==> src/rtl/rv32im_pc.sv <==
// Fetch-stage program counter: registered PC plus combinational PC+4 and misalignment status.
// Defining RV32IM_PC_STALL_EN adds the stall_i input and the registered stalled_o output.
module rv32im_pc #(
    parameter int unsigned     XLEN         = 32,
    parameter logic [XLEN-1:0] RESET_VECTOR = 32'h0000_0000
) (
    input  logic            clk,
    input  logic            reset_n,
`ifdef RV32IM_PC_STALL_EN
    input  logic            stall_i,
`endif
    input  logic [XLEN-1:0] pc_next_i,
    output logic [XLEN-1:0] pc,
    output logic [XLEN-1:0] pc_plus4_o,
`ifdef RV32IM_PC_STALL_EN
    output logic            stalled_o,
`endif
    output logic            misaligned_o
);

    logic [XLEN-1:0] pc_d, pc_q;

`ifdef RV32IM_PC_STALL_EN
    logic stalled_d, stalled_q;

    always_comb begin
        pc_d      = pc_next_i;
        stalled_d = 1'b0;
        if (stall_i) begin
            pc_d      = pc_q;
            stalled_d = 1'b1;
        end
    end

    always_ff @(posedge clk) begin
        if (!reset_n) begin
            stalled_q <= 1'b0;
        end else begin
            stalled_q <= stalled_d;
        end
    end

    assign stalled_o = stalled_q;
`else
    always_comb begin
        pc_d = pc_next_i;
    end
`endif

    // Reset wins over load and stall; the pc_next_i value at a reset edge is dropped.
    always_ff @(posedge clk) begin
        if (!reset_n) begin
            pc_q <= RESET_VECTOR;
        end else begin
            pc_q <= pc_d;
        end
    end

    assign pc           = pc_q;
    assign pc_plus4_o   = pc_q + XLEN'(4);
    assign misaligned_o = |pc_q[1:0];

endmodule

==> config.mk <==
export PLATFORM = sky130hd
export DESIGN_NAME = rv32im_pc
export DESIGN_NICKNAME = d
export VERILOG_FILES = /design/src/rtl/rv32im_pc.sv
export SDC_FILE = /design/constraint.sdc
export NUM_CORES = 1
export LEC_CHECK = 0
export BUFFER_PORTS_ARGS = -buffer_cell sky130_fd_sc_hd__buf_2
export CORE_UTILIZATION = 40
export DETAILED_ROUTE_END_ITERATION = 8
export GPL_TIMING_DRIVEN = 0
export PLACE_DENSITY = 0.82
export SYNTH_ARGS = -nofsm -noshare
export SYNTH_HDL_FRONTEND = slang
export SYNTH_SLANG_ARGS = --single-unit
==> constraint.sdc <==
create_clock -name clk -period 2.5 [get_ports clk]
set_input_delay 0 -clock clk [delete_from_list [all_inputs] [get_ports clk]]
set_output_delay 0 -clock clk [all_outputs]
set_load 0.01 [all_outputs]
After elaboration in Yosys (flattened, before gate mapping)
Index checks and enable logic that the tools add are counted.
{ "totals": {"ramBits": 0, "out_inout_bits": 65, "register_bits": 32, "elab_cells": 3, "mem_bits_ro": 0, "latch_bits": 0, "inputBits": 34, "memories": 0} }
{ "classes": {"shift": 0, "div": 0, "addsub": 1, "n_lt_le_gt_ge": 0, "n_reduce_logical": 1, "muxes": 0, "bitwise": 0, "multipliers": 0, "n_eq_ne": 0} }
{ "ops": {"columns": ["cell", "n"], "rows": [
  ["adder 32 x 3 -> 32 bit, second input constant", 1],
  ["OR reduction 2 bit", 1]
]} }

Logic depth before layout (Yosys ltp)
Gate-level depths: netlist (run 1).
{ "logic_depth": {"ltp_word": 1, "mapped_depth": 5, "mapped_depth_nobuf": 5} }

Worst setup path after synthesis (run 1)
OpenSTA, ideal clock, no wires.
{ "synth_path": {"kind": "register -> output", "start": "register pc_q[2] (netlist: pc[2])", "end": "output port pc_plus4_o[28]", "t_required_ns": 2.500, "path_slack_ns": 0.943, "path_stages_with_launch": 6, "arrival_time_ns": 1.557, "path_buffers": 0, "cell_sequence": "dfxtp_1 > ha_1 > nand3_1 > nor4_4 > nand4_1 > xnor2_1"} }
{ "synth_via": {"elab_chain_cells": 1} }
{ "synth_lines": {"columns": ["item", "line_no", "rtl"], "rows": [
  ["from (decl)", "21", "logic [XLEN-1:0] pc_d, pc_q;"],
  ["from (signal assigned)", "55", "pc_q <= pc_d;"],
  ["adder 32 x 3 -> 32 bit", "60", "assign pc_plus4_o = pc_q + XLEN'(4);"],
  ["to (decl)", "14", "output logic [XLEN-1:0] pc_plus4_o,"]
]} }
No other way between the ends.

Worst setup path after layout (run 1)
{ "layout_path": {"start": "register pc_q[2] (netlist: pc[2])", "end": "output port pc_plus4_o[30]"} }
The elaborated chain is that of the path after synthesis.

==> results of run 1 <==
per-stage QoR:
step / worst slack (ns) / instances / util
after CTS: 0.356 / 336 / 0.706
after detailed placement: 0.719 / 295 / 0.586
final: 0.330 / 336 / 0.706
after global placement: 0.721 / 295 / 0.586
after floorplan: 0.943 / 151 / -
after global routing: 0.148 / 336 / 0.706
metal layers:
layer | global-route usage | part of all wire
met3 | 0.0435 | 0.053
met5 | 0 | 0
met4 | 0.0921 | 0.020
met2 | 0.389 | 0.54
met1 | 0.225 | 0.39
layout make-up:
cell class | count | area [µm²] | area share
plain buffers | 5 | 26.3 | 0.0110
flip-flops and latches | 32 | 641 | 0.268
repair buffers | 132 | 831 | 0.347
inverters | 2 | 7.51 | 0.00314
multi-input cells | 112 | 764 | 0.320
well taps | 46 | 57.6 | 0.0241
clock buffers | 7 | 65.1 | 0.0272
layout by cell type, fill, tap and decap left out, drive strengths merged, types with 3 or more instances in the layout:
cell	instances
buf	100
nand3	11
or2	3
xnor2	21
clkbuf	10
and2	33
nand4	10
nor2	7
dlygate4sd3	34
nor3	3
nand2	10
dfxtp	32
xor2	7
cells by family (layout without fill, tap and decap cells):
family / Yosys count / in the layout
flops: 32 / 32
buf+inv: 7 / 146
fa+ha+maj: 1 / 1
xor+xnor: 28 / 28
simple gates: 83 / 83
cells in the mapped netlist, drive strengths merged:
library cell  count  area (µm²)
and2             33         206
and3              2        12.5
and4              2        18.8
buf               2        15.0
clkbuf            3        11.3
dfxtp            32         641
ha                1        12.5
inv               2        7.51
nand2            10        37.5
nand3            11        60.1
nand4            10        68.8
nor2              7        26.3
nor3              3        15.0
nor4              2        42.5
or2               3        18.8
xnor2            21         184
xor2              7        61.3
power by group through the flow:
stage | sequential [mW] | clock [mW] | combinational [mW]
2_1_floorplan | 0.592 | 0 | 0.0639
3_3_place_gp | 0.581 | 0 | 0.158
3_5_place_dp | 0.582 | 0 | 0.160
4_1_cts | 0.570 | 0.326 | 0.202
5_1_grt | 0.575 | 0.352 | 0.225
6_report | 0.570 | 0.320 | 0.203
critical path, cell delays in order, from the launching register on:
cell and delay (ns):
dfxtp_1 0.41, ha_1 0.21, nand3_1 0.24, nor4_4 0.48
nand3_1 0.16, xnor2_1 0.19, buf_2 0.16
path summary, 6_finish.rpt:
path	from	slack (ns)	endpoint
setup / recovery	pc[2]$_SDFF_PN0_	0.33	pc_plus4_o[30]
hold / removal	reset_n	0.19	pc[6]$_SDFF_PN0_
==> metrics.md, run 1 <==
| Metric | Value |
|---|---|
| Status | `finished clean` |
| Area share of xor/xnor cells in the synthesized design | `0.170` |
| Fin crit share | `0.868` |
| CP Launch Type | `register` |
| Min Hold Slack | `0.193 ns` |
| Vias in the first global route | `1369` |
| IO Count | `approximately 100` |
| Pre-Repair DR Iteration Count | `4` |
| Max H-tree Level | `2` |
| Pwr Density | `between 400 and 500 nW/µm²` |
| Syn nets | `186` |
| Clock sinks | `32` |
| Final setup fails | `0` |
| Final min period | `2.17 ns` |
| Clk root buf | `clkbuf_4` |
| Hold Path Class | `input port to register` |
| Synth unique cells | `20` |
| Initial Util | `0.425` |
| Hold-fix buffers, CTS | `34` |
| Max FFs per register | `32` |
| FF+latch count, synth | `32` |
| N_diodes | `0` |
| Clock buffer depth | `2` |
| Worst Tran Pin Value | `0.544 ns` |
| # rows | `21` |
| RD Place Congestion | `0.759` |
| Final #Nets | `325` |
| Slew headroom | `0.634` |
| Static Leak | `roughly 1.2 nW` |
| Die ar. | `slightly below 4000 µm²` |
| Clock transition at path regs | `0.09 ns` |
| Num CTS Buffers | `5` |
| Vias post-DR | `1516` |
| Largest net degree at the start of global routing | `11` |
| Gr usage total | `0.209` |
| Initial DRC count | `31` |
| Filler cell count | `roughly 260` |
| Int Power | `0.818 mW` |
| Seq/Total Area, Yosys | `0.445` |
| Die W | `62.0 µm` |
| Largest family of logic cells by synthesized area | `simple AND/OR/NAND/NOR gates` |
| CTS tree | `built` |
| Post-layout instance area | `2390 µm²` |
| Die Ht | `between 60 and 70 µm` |
| CP Capture Type | `output port` |
| First-pass GRT wire length | `5820 µm` |
| Crit Path Max Fanout | `8` |
| Antenna-violating nets left | `0` |
| NetSw | `0.276 mW` |
| Sw Ratio | `0.252` |
| Total power | `1.09 mW` |
| Clock Power Share | `0.293` |
| Worst hold path cell count | `3` |
| Post-synthesis adder-cell area fraction | `0.00870` |
| Max-Cap Viols | `0` |
| Crit path arrival time | `between 2 and 2.5 ns` |
| Ys Warns | `0` |
| Mux cell area share after synthesis | `0` |
| Worst VDD drop | `337 µV` |
| Placed Area | `1990 µm²` |
| Post-Syn Area | `roughly 1400 µm²` |
| DRC | `0` |
| Final setup TNS | `0 ns` |
| Compound-cell area share of the yosys netlist | `0` |
| Syn avg cell area | `between 9 and 10 µm²` |
| Postcts setup bufs | `0` |
| Sequential share of power | `0.522` |
| Gr ovfl total | `0` |
| Fin. max-slew vios | `0` |
| WS Path Type | `register to output port` |
| DP HPWL | `approximately 2700 µm` |
| Final hold viol count | `0` |
| Cells after Synth | `151` |
| RSZ-0062 raised after global routing | `false` |
| Req. time, crit path | `2.50 ns` |
| Layout cells sized above 1 | `0.397` |
| Initial antenna violation count | `0` |
| Core area | `3390 µm²` |
| Area growth syn-to-layout | `66.3%` |
| Post-Route WL | `3840 µm` |
| Simple-Gate Fraction of Synth Area | `0.352` |
| Vias per inst | `4.51` |
| Mean routed wirelength per cell | `11.4 µm` |
| Comb pwr share | `0.186` |
| CTS resizes | `0` |
| PortBufs | `98` |
| Fmax | `between 400 and 500 MHz` |
Note: power is estimated with default switching activity, not from simulation.
==> run 2, diff against run 1 <==
ABC_AREA = 1   (was default)
PLACE_DENSITY = 0.78   (was 0.82)
==> run 2 against run 1 <==
Net effect: sequential power about the same; synthesized cell count increased by 81%; maximum frequency increased by 18%; combinational power increased by 8%; flip-flop and latch count unchanged; sequential share of layout area decreased by 3.2 points; first-iteration DRC count increased by 90%; critical path type unchanged; largest power group unchanged.
==> metrics.md, run 2 <==
| Metric | Value |
|---|---|
| Initial DRC count | `59` |
| Final #Nets | `446` |
| Hold path start | `reset_n` |
| Final min period | `1.83 ns` |
| Crit Path Max Fanout | `4` |
| Final setup fails | `0` |
| Synth top area share | `0.367` |
| Seq/Total Area, Yosys | `0.367` |
| Commonest cells post-synth | `nand2_1, inv_1, dfxtp_1` |
| RSZ-0062 raised after global routing | `false` |
| Most common cell in the synthesized netlist | `nand2_1` |
| CP Capture Type | `output port` |
| Vias post-DR | `slightly above 2000` |
| Clock transition at path regs | `0.06 ns` |
| Req. time, crit path | `around 2.5 ns` |
| Core area | `4090 µm²` |
| Pwr Density | `439 nW/µm²` |
| Final Non-Filler Cells | `between 400 and 500` |
| Antenna-violating nets left | `0` |
| Gr usage total | `0.235` |
| FF+latch count, synth | `32` |
| Filler cell count | `364` |
| Layout cells sized above 1 | `0.289` |
| Fin. max-slew vios | `0` |
| Vias per inst | `4.43` |
| Placed cell count | `421` |
| DRC | `0` |
| Placed Area | `2300 µm²` |
| Asr flop ratio synth | `0` |
| Slew headroom | `0.710` |
| Register area | `641 µm²` |
| Status | `finished clean` |
| Pre-Repair DR Iteration Count | `4` |
| Initial antenna violation count | `0` |
| Max FFs per register | `32` |
| Num CTS Buffers | `5` |
| Syn nets | `between 300 and 400` |
| Worst hold path cell count | `3` |
| Clk root buf | `clkbuf_8` |
| Syn avg cell area | `6.39 µm²` |
| Die ar. | `4630 µm²` |
| Most frequent cells in the layout | `nand2_1, buf_2, inv_1, dlygate4sd3_1, dfxtp_1` |
| Mean routed wirelength per cell | `about 11 µm` |
| Die W | `68.0 µm` |
| N_diodes | `0` |
| Area growth syn-to-layout | `55.8%` |
| Synth unique cells | `17` |
| Cells after Synth | `273` |
| DP HPWL | `3720 µm` |
| Synth area leaders | `dfxtp_1, nand2_1, inv_1` |
| Post-Syn Area | `1740 µm²` |
| Post-layout instance area | `2720 µm²` |
| # rows | `23` |
| Largest net degree at the start of global routing | `11` |
| Die Ht | `~68 µm` |
| Max H-tree Level | `2` |
| Multi-input logic area | `901 µm²` |
| First-pass GRT wire length | `between 7000 and 8000 µm` |
| Final setup TNS | `0 ns` |
| Initial Util | `0.427` |
| Post-synth EDFFs | `0` |
| Ys Warns | `0` |
| Total power | `1.19 mW` |
| Hold Path Class | `input port to register` |
| Max-Cap Viols | `0` |
| CP Launch Type | `register` |
| Fmax | `545 MHz` |
| PortBufs | `98` |
| Worst VDD drop | `403 µV` |
| Leading cell type in the layout, fill and taps excluded | `nand2_1` |
| Area leader, netlist | `dfxtp_1` |
| WS Path Type | `register to output port` |
| IO Count | `99` |
| Synth Flop Type | `dfxtp_1` |
| Worst hold endpoint | `pc[22]$_SDFF_PN0_` |
| Gr ovfl total | `0` |
| Crit path arrival time | `approximately 1.8 ns` |
| Static Leak | `between 1.5 and 2 nW` |
| CTS resizes | `0` |
| CTS tree | `built` |
| Post-Route WL | `around 5200 µm` |
| RD Place Congestion | `0.852` |
| Worst Tran Pin Value | `0.435 ns` |
| Clock sinks | `32` |
| Vias in the first global route | `1812` |
| Fin crit share | `0.734` |
| Final hold viol count | `0` |
| Clock buffer depth | `2` |
-- run 2: changes by cell type in the layout (fill, tap and decap cells not counted), moves of 9 or more --
cell,previous run,this run
and2_1,33,3
xnor2_1,21,4
nand2_1,10,113
nand4_1,9,0
nor2_1,7,30
inv_1,2,47
-- run 2: stage by stage --
step / setup WS (ns) / util / hold WS (ns)
2_1_floorplan: 1.20 / - / 0.0935
3_3_place_gp: 1.08 / 0.562 / 0.180
3_5_place_dp: 1.03 / 0.562 / 0.183
4_1_cts: 0.711 / 0.665 / 0.000737
5_1_grt: 0.551 / 0.665 / 0.0277
6_report: 0.666 / 0.665 / 0.000492
-- run 2: report_power, final --
part	switching (mW)	total [mW]	internal [mW]
Combinational	0.104	0.220	0.116
Clock	0.177	0.401	0.224
Sequential	0.0334	0.572	0.538
-- run 2: timing repair --
action	4_1_cts	5_1_grt
endpoints found under the hold margin	32	0
setup buffers	0	0
endpoints found under the setup margin	0	0
hold buffers	33	0
-- run 2: cell families (layout without fill, tap and decap cells) --
group | Yosys count | in the layout | synth area share
and+or+nand+nor | 173 | 173 | 0.434
buffers and inverters | 52 | 191 | 0.116
DFF | 32 | 32 | 0.367
xor gates and xnor gates | 15 | 15 | 0.0753
adders and majority gates | 1 | 1 | 0.00717
-- run 2: worst max-delay path by stage --
stage,startpoint,to,slack [ns],depth (start not counted)
after floorplan,pc[2]$_SDFF_PN0_,pc_plus4_o[18],1.20,6
final,pc[3]$_SDFF_PN0_,pc_plus4_o[14],0.67,7
after detailed placement,pc[2]$_SDFF_PN0_,pc_plus4_o[14],1.03,7
after CTS,pc[2]$_SDFF_PN0_,pc_plus4_o[14],0.71,7
after global placement,pc[2]$_SDFF_PN0_,pc_plus4_o[18],1.08,7
after global routing,pc[3]$_SDFF_PN0_,pc_plus4_o[14],0.55,7
-- run 2: layer usage --
layer	vias up	GRT usage	routed length (µm)
li1	1067	-	-
met5	-	0	0
met1	904	0.259	2150
met2	67	0.430	2640
met4	0	0.0859	91
met3	8	0.0567	304
-- run 2: area by class of cell --
type,count,share of cell area
flip-flops and latches,32,0.236
clock buffers,8,0.0331
well taps,50,0.0230
multi-input cells,189,0.331
inverters,47,0.0649
plain buffers,5,0.00967
repair buffers,131,0.302
-- run 2: critical path, stage by stage (launching register included) --
cell and delay, ns:
dfxtp_1 0.36, ha_1 0.22, nand2_1 0.07, nor2_1 0.20, nand2_2 0.16, nor2_2 0.18, xor2_1 0.19, buf_2 0.17
==> run 3, diff against run 2 <==
ABC_AREA = 0   (was 1)
CORE_UTILIZATION = 37   (was 40)
PLACE_DENSITY = 0.8   (was 0.78)
clock period = 1.6 ns   (was 2.5 ns; I/O delays follow)
==> run 3 against run 2 <==
Net effect: the flow now finishes with violations (setup timing); combinational power increased by 61%; die area down 11%; first-iteration DRC count is 20% lower; global-route usage shrank 1.3 points; critical path depth increased by 1; sequential share of layout area grew 0.15 points; critical path type unchanged; largest power group unchanged; non-clock buffer count grew 19; final cell count down 23%; flip-flop and latch count unchanged.
==> metrics.md, run 3 (synthesis gave the netlist of run 1 again) <==
| Metric | Value |
|---|---|
| Slowest stage cell, crit path | `dfxtp_4` |
| Crit path launch | `pc[2]$_SDFF_PN0_` |
| Vias post-DR | `around 1700` |
| Largest net degree at the start of global routing | `11` |
| Clock buffer depth | `2` |
| Final setup TNS | `-3.84 ns` |
| Final hold viol count | `0` |
| N_diodes | `0` |
| Max-Cap Viols | `0` |
| Initial Util | `0.390` |
| Num CTS Buffers | `5` |
| Filler cell count | `257` |
| Pwr Density | `748 nW/µm²` |
| Violated checks | `setup timing` |
| Mean routed wirelength per cell | `14.3 µm` |
| Status | `finished, violations left` |
| Die W | `64.4 µm` |
| Die Ht | `between 60 and 70 µm` |
| RD Place Congestion | `0.757` |
| Static Leak | `~1.4 nW` |
| Leading cell type in the layout, fill and taps excluded | `buf_2` |
| DRC | `0` |
| Family with the most delay on the worst path | `buffers and inverters` |
| Clock sinks | `32` |
| Crit path arrival time | `1.85 ns` |
| Core area | `3690 µm²` |
| Vias in the first global route | `1590` |
| Layout cells sized above 1 | `0.531` |
| Area growth syn-to-layout | `94.6%` |
| Fin crit share | `1.15` |
| CP Capture Type | `output port` |
| Crit path cell chain | `buf_6 > nand4_1 > buf_4 > nor4_4 > buf_6 > nand4_1 > xnor2_1 > buf_2` |
| Die ar. | `~4100 µm²` |
| Placed cell count | `297` |
| Fin. max-slew vios | `0` |
| Initial antenna violation count | `0` |
| Final worst setup slack | `-0.248 ns` |
| # rows | `22` |
| Worst Tran Pin Value | `roughly 0.4 ns` |
| Hold path start | `reset_n` |
| CTS tree | `built` |
| Max FFs per register | `32` |
| Final Non-Filler Cells | `357` |
| Pre-Repair DR Iteration Count | `4` |
| Gr usage total | `0.222` |
| First-pass GRT wire length | `7040 µm` |
| Most frequent cells in the layout | `buf_2, dlygate4sd3_1, and2_1, dfxtp_1, xnor2_1` |
| Antenna-violating nets left | `0` |
| Max H-tree Level | `2` |
| DP HPWL | `2620 µm` |
| Req. time, crit path | `1.60 ns` |
| Buf/Inv on CP | `4` |
| Post-Route WL | `between 5000 and 6000 µm` |
| Gr ovfl total | `0` |
| Fmax | `541 MHz` |
| Vias per inst | `4.76` |
| Hold Path Class | `input port to register` |
| Crit Path Max Fanout | `8` |
| Crit-path max cell delay | `0.36 ns` |
| PortBufs | `98` |
| Final setup fails | `25` |
| Clk root buf | `clkbuf_8` |
| Slew headroom | `0.740` |
| Total power | `approximately 2.1 mW` |
| Final min period | `between 1.5 and 2 ns` |
| IO Count | `99` |
| Clock transition at path regs | `0.07 ns` |
| CP Launch Type | `register` |
| RSZ-0062 raised after global routing | `true` |
| Final #Nets | `343` |
| WS Path Type | `register to output port` |
| Worst VDD drop | `roughly 710 µV` |
| Initial DRC count | `47` |
-- run 3: cell count changes in the layout (fill, tap and decap cells not counted), sizes merged, moves of 10 or more --
| cell | change |
|---|---|
| nand4 | +10 |
| nor2 | -32 |
| buf | +18 |
| and2 | +30 |
| inv | -45 |
| nand2 | -106 |
| xnor2 | +17 |
-- run 3: path summary, 6_finish.rpt --
kind | endpoint | slack (ns) | depth (start not counted)
min | pc[24]$_SDFF_PN0_ | 0.26 | 3
max | pc_plus4_o[21] | -0.25 | 8
-- run 3: per-layer routing --
layer / wire length [µm] / up-vias / GRT usage
met5: 0 / - / 0
met4: 142 / 0 / 0.0611
met3: 249 / 16 / 0.0393
met2: 2970 / 80 / 0.462
met1: 1730 / 789 / 0.217
li1: - / 814 / -
-- run 3: final cells by class --
cell class	instances	area [µm²]	area share
sequential	32	664	0.237
buffer	5	26.3	0.00938
multi-input combinational	112	916	0.327
tap	48	60.1	0.0214
inverter	2	7.51	0.00268
clock inverter	1	30.0	0.0107
clock buffer	7	96.3	0.0344
timing repair buffer	150	1000	0.357
-- run 3: repair_timing --
item                       in CTS  in global routing
gates resized for setup        26                 28
setup buffers                  12                  6
cloned                          0                  0
pin swaps                      11                 13
hold endpoints to repair       32                  0
setup endpoints to repair      24                 24
hold buffers                   34                  0
-- run 3: power breakdown --
group	total, mW	leakage (nW)	internal, mW	switching, mW
combinational	0.354	1.03	0.207	0.147
sequential	0.902	0.271	0.840	0.0616
clock	0.839	0.0645	0.549	0.289
-- run 3: stage by stage --
| stage | instance area (µm²) | hold slack [ns] | setup slack (ns) | util |
|---|---|---|---|---|
| CTS | 2640 | 0.252 | -0.187 | 0.715 |
| global placement | 1990 | 0.206 | -0.209 | 0.539 |
| detailed placement | 1990 | 0.207 | -0.252 | 0.539 |
| finish | 2800 | 0.261 | -0.248 | 0.759 |
| floorplan | 1440 | 0.122 | 0.0426 | - |
| global route | 2800 | 0.298 | -0.359 | 0.759 |
